File: src/rtl/flag_branch_unit.sv
// Architectural {Z,V,N} flag register with per-opcode write masks, branch
// condition evaluation and flag-hazard stall. Optional macro: FLAG_BYPASS_EN.
module flag_branch_unit #(
  parameter logic [2:0] FLAG_RST = 3'b000
) (
  input  logic       clk,
  input  logic       rst,
  input  logic       ex_valid,
  input  logic       ex_flush,
  input  logic       stall,
  input  logic [3:0] ex_opcode,
  input  logic       Z_set,
  input  logic       V_set,
  input  logic       N_set,
  input  logic       id_branch,
  input  logic [2:0] id_ccc,
  output logic [2:0] flags_out,
  output logic       flag_wr,
  output logic       branch_taken,
  output logic       hazard_stall
);

  localparam logic [2:0] MASK_ZVN  = 3'b111;
  localparam logic [2:0] MASK_Z    = 3'b100;
  localparam logic [2:0] MASK_NONE = 3'b000;

  logic [2:0] flags_q;
  logic [2:0] flags_d;
  logic [2:0] wr_mask;
  logic [2:0] set_vec;
  logic [2:0] eff;
  logic       wr_ok;
  logic       dep;
  logic       cond_met;

  // Bit order everywhere is {Z, V, N}.
  always_comb begin
    wr_mask = MASK_NONE;
    case (ex_opcode)
      4'h0, 4'h1:             wr_mask = MASK_ZVN;
      4'h2, 4'h4, 4'h5, 4'h6: wr_mask = MASK_Z;
      default:                wr_mask = MASK_NONE;
    endcase
  end

  assign set_vec = {Z_set, V_set, N_set};
  assign wr_ok   = ex_valid & ~ex_flush & ~stall;
  assign flag_wr = wr_ok & (wr_mask != MASK_NONE);

  always_comb begin
    flags_d = flags_q;
    if (wr_ok) begin
      flags_d = (wr_mask & set_vec) | (~wr_mask & flags_q);
    end
  end

  always_ff @(posedge clk or posedge rst) begin
    if (rst) begin
      flags_q <= FLAG_RST;
    end else begin
      flags_q <= flags_d;
    end
  end

  assign flags_out = flags_q;

  // A flag-setting EX instruction still counts even while stalled, since it
  // will write once the stall drops.
  assign dep = id_branch & (id_ccc != 3'b111) & ex_valid & ~ex_flush &
               (wr_mask != MASK_NONE);

`ifdef FLAG_BYPASS_EN
  assign eff          = flags_d;
  assign hazard_stall = dep & stall;
`else
  assign eff          = flags_q;
  assign hazard_stall = dep;
`endif

  always_comb begin
    cond_met = 1'b0;
    case (id_ccc)
      3'b000:  cond_met = ~eff[2];
      3'b001:  cond_met = eff[2];
      3'b010:  cond_met = ~eff[2] & ~eff[0];
      3'b011:  cond_met = eff[0];
      3'b100:  cond_met = eff[2] | (~eff[2] & ~eff[0]);
      3'b101:  cond_met = eff[0] | eff[2];
      3'b110:  cond_met = eff[1];
      default: cond_met = 1'b1;
    endcase
  end

  assign branch_taken = id_branch & cond_met & ~hazard_stall;

endmodule

File: config.mk
export PLATFORM = sky130hd
export DESIGN_NAME = flag_branch_unit
export DESIGN_NICKNAME = d
export VERILOG_FILES = /design/src/rtl/flag_branch_unit.sv
export SDC_FILE = /design/constraint.sdc
export NUM_CORES = 1
export LEC_CHECK = 0
export CAP_MARGIN = 20
export CORE_AREA = 2 2 39 41
export CTS_CLUSTER_DIAMETER = 150
export CTS_CLUSTER_SIZE = 25
export DETAILED_ROUTE_END_ITERATION = 6
export DIE_AREA = 0 0 41 43
export GPL_ROUTABILITY_DRIVEN = 0
export PLACE_DENSITY = 0.56
export RECOVER_POWER = 25
export SYNTH_ARGS = -nofsm -noshare
export SYNTH_HDL_FRONTEND = slang
export SYNTH_SLANG_ARGS = --single-unit
export TNS_END_PERCENT = 100
File: constraint.sdc
create_clock -name clk -period 3.31 [get_ports clk]
set_input_delay 0.4965 -clock clk [delete_from_list [all_inputs] [get_ports clk]]
set_output_delay 0.4965 -clock clk [all_outputs]
set_load 0.01 [all_outputs]
==> reports/results.txt <==
Total GRT Usage: 8.95%
WS Path Type: in2out
initial antenna violation count: 0
post-route ant nets: 0
DRT Pass-1 Iters: 2
sequential-to-total area share from yosys stat: 29.6%
synth top area cells: dfrtp_1, mux2_4, nand2_1
CTS tree: yes
Final Max Tran Viols: 0
CP peak stage delay: 0.57 ns
Total Wirelength: 668 µm
Min-Delay Path Class: reg2reg
CTS Root Cell: clkbuf_4
Psw: 48.0 µW
Slew @ Worst Pin: 0.280 ns
cell mode on critical path: clkdlybuf4s50_1
clk_skew: 0 ns
Top delay family on crit path: buffers and inverters
Peak VDD IR: 0.130 mV
Sink Count: 3
flop2flop setup slack: 2.50 ns
CP Data Arrival Time: 2.23 ns
Rel. slew slack: 81.1%
CP startpoint kind: input port
Final TNS setup: 0 ns
# setup viols final: 0
Vias/cell: 4.24
Initial Util: 18.4%
Avg Inst Size Synth: 9.41 µm²
DIE HEIGHT: 43 µm
# nets final: 69
TritonCTS buffer count: 3
worst-path maximum fanout: 2
post-cts hold buffer count: 0
Area growth, synth to finish: 101%
Synth Instances: 27
Comb pwr share: 36.7%
Yosys warning count: 0
CTS resizes: 0
final instance area: 510 µm²
WP buf/inv: 2
DRT iter0 DRCs: 3
Core Region: 1380 µm²
share of cells above drive strength 1: 15.4%
Rows: 14
Synth top area share: 29.6%
DP Area: 484 µm²
cell area after synthesis: 254 µm²
first-pass GRT wire length: 1.02 mm
Pleak: 0.000204 µW
Max Clk Rate: 367 MHz
Crit. End Element: output pin
slowest stage cell, crit path: clkdlybuf4s50_1
Internal: 137 µW
DR WL/cell: 9.82 µm
Critical Path RT: 2.81 ns
status: complete, no violations
Vias: 288
Reg power frac: 28.9%
critical-path cell list: clkdlybuf4s50_1 > or4b_1 > a21oi_1 > clkdlybuf4s50_1
largest net degree at the start of global routing: 7
H-tree Lvls: 1
grt total ovfl: 0
fillers: 144
Die Span X: 41 µm
CTS clk-pin slew, worst paths: 0.03 ns
clock network fraction of total power: 34.4%
Clk Latency, worst-skew pair: 0.23 ns
Synth area leader: dfrtp_1
io pins: 22
Cell variety after synth: 19
die area: 1760 µm²
Synth Net Count: 43
fin crit period: 2.72 ns
max_cap viols: 0
overall power: 185 µW
Seq cells post-synth: 3
RSZ-0062 raised after global routing: false
# port buffers: 21
ant diodes: 0
Detail Placement HPWL: 536 µm
Final period util: 82.3%
postcts setup bufs: 0
power density over the cells: 363 nW/µm²
DRC: 0
vias in the first global route: 283
Max Root-Sink Buffers: 2
Sw Ratio: 25.9%
final hold violation count: 0
path summary, 6_finish.rpt:
check,start,endpoint,cells after the start
worst min register to register,flip-flop,flip-flop,1
max in group asynchronous,rst,asynchronous set/reset pin,2
min in group asynchronous,rst,asynchronous set/reset pin,2
worst max-delay path,ex_opcode[3],flag_wr,4
worst max register to register,flip-flop,flip-flop,1
worst min-delay path,flip-flop,flip-flop,1
cell type report:
| class | count | area (µm²) | share of cell area [%] |
|---|---|---|---|
| Timing Repair Buffer | 21 | 210 | 41.2 |
| Multi-Input combinational cell | 22 | 171 | 33.6 |
| Sequential cell | 3 | 75.1 | 14.7 |
| Clock buffer | 4 | 26.3 | 5.15 |
| Tap cell | 16 | 20.0 | 3.92 |
| Inverter | 2 | 7.51 | 1.47 |
through the flow:
stage	util [%]	std cells	hold WS (ns)	setup slack, ns
floorplan	-	27	0.250	1.52
global placement	35.0	64	0.536	0.587
detailed placement	35.0	64	0.537	0.581
CTS	36.9	68	0.427	0.569
global route	36.9	68	0.577	0.491
finish	36.9	68	0.550	0.586
kinds of logic (layout without fill, tap and decap cells):
| kind of cell | count (synthesis) | count (layout) | synth area share [%] |
|---|---|---|---|
| and+or+nand+nor | 12 | 12 | 32.0 |
| DFF | 3 | 3 | 29.6 |
| muxes | 3 | 3 | 16.3 |
| buffers and inverters | 2 | 27 | 2.96 |
| AOI/OAI and AO/OA | 6 | 6 | 15.3 |
| adders and majority gates | 1 | 1 | 3.94 |
routing by layer:
layer / GRT usage (%) / up-vias / routed length [µm]
met3: 1.57 / 2 / 76
met2: 12.5 / 17 / 281
met4: 10.0 / 0 / 18
li1: - / 152 / -
met5: 0 / - / 0
met1: 10.0 / 117 / 291
cell usage in the layout (no fill, tap or decap), drive strengths merged:
cell type      netlist  routed
a21oi                2       2
nand2                4       4
o2111ai              1       1
nand2b               1       1
or4b                 1       1
nand3                1       1
dfrtp                3       3
a31oi                1       1
maj3                 1       1
nor2b                1       1
and4bb               1       1
clkdlybuf4s50        0      20
mux2                 3       3
o311ai               1       1
nand3b               1       1
inv                  2       2
dlygate4sd3          0       1
or3                  1       1
clkbuf               0       4
nor3b                1       1
o21ai                1       1
cell usage after synthesis:
master	count
maj3_1	1
or3_4	1
nor2b_1	1
a21oi_1	2
or4b_1	1
o21ai_0	1
inv_1	2
o311ai_0	1
nand2_1	4
nand3b_1	1
a31oi_1	1
nor3b_1	1
o2111ai_1	1
nand2b_1	1
mux2_4	2
and4bb_2	1
mux2_2	1
dfrtp_1	3
nand3_1	1
power by group through the flow:
stage | clock (µW) | combinational (µW) | sequential (µW)
after floorplan | 0 | 23.4 | 56.2
after global placement | 0 | 69.0 | 54.2
after detailed placement | 0 | 69.0 | 54.4
after CTS | 66.8 | 69.4 | 54.1
after global routing | 67.4 | 73.3 | 55.9
final | 63.8 | 68.0 | 53.7
Note: power is estimated with default switching activity, not from simulation.
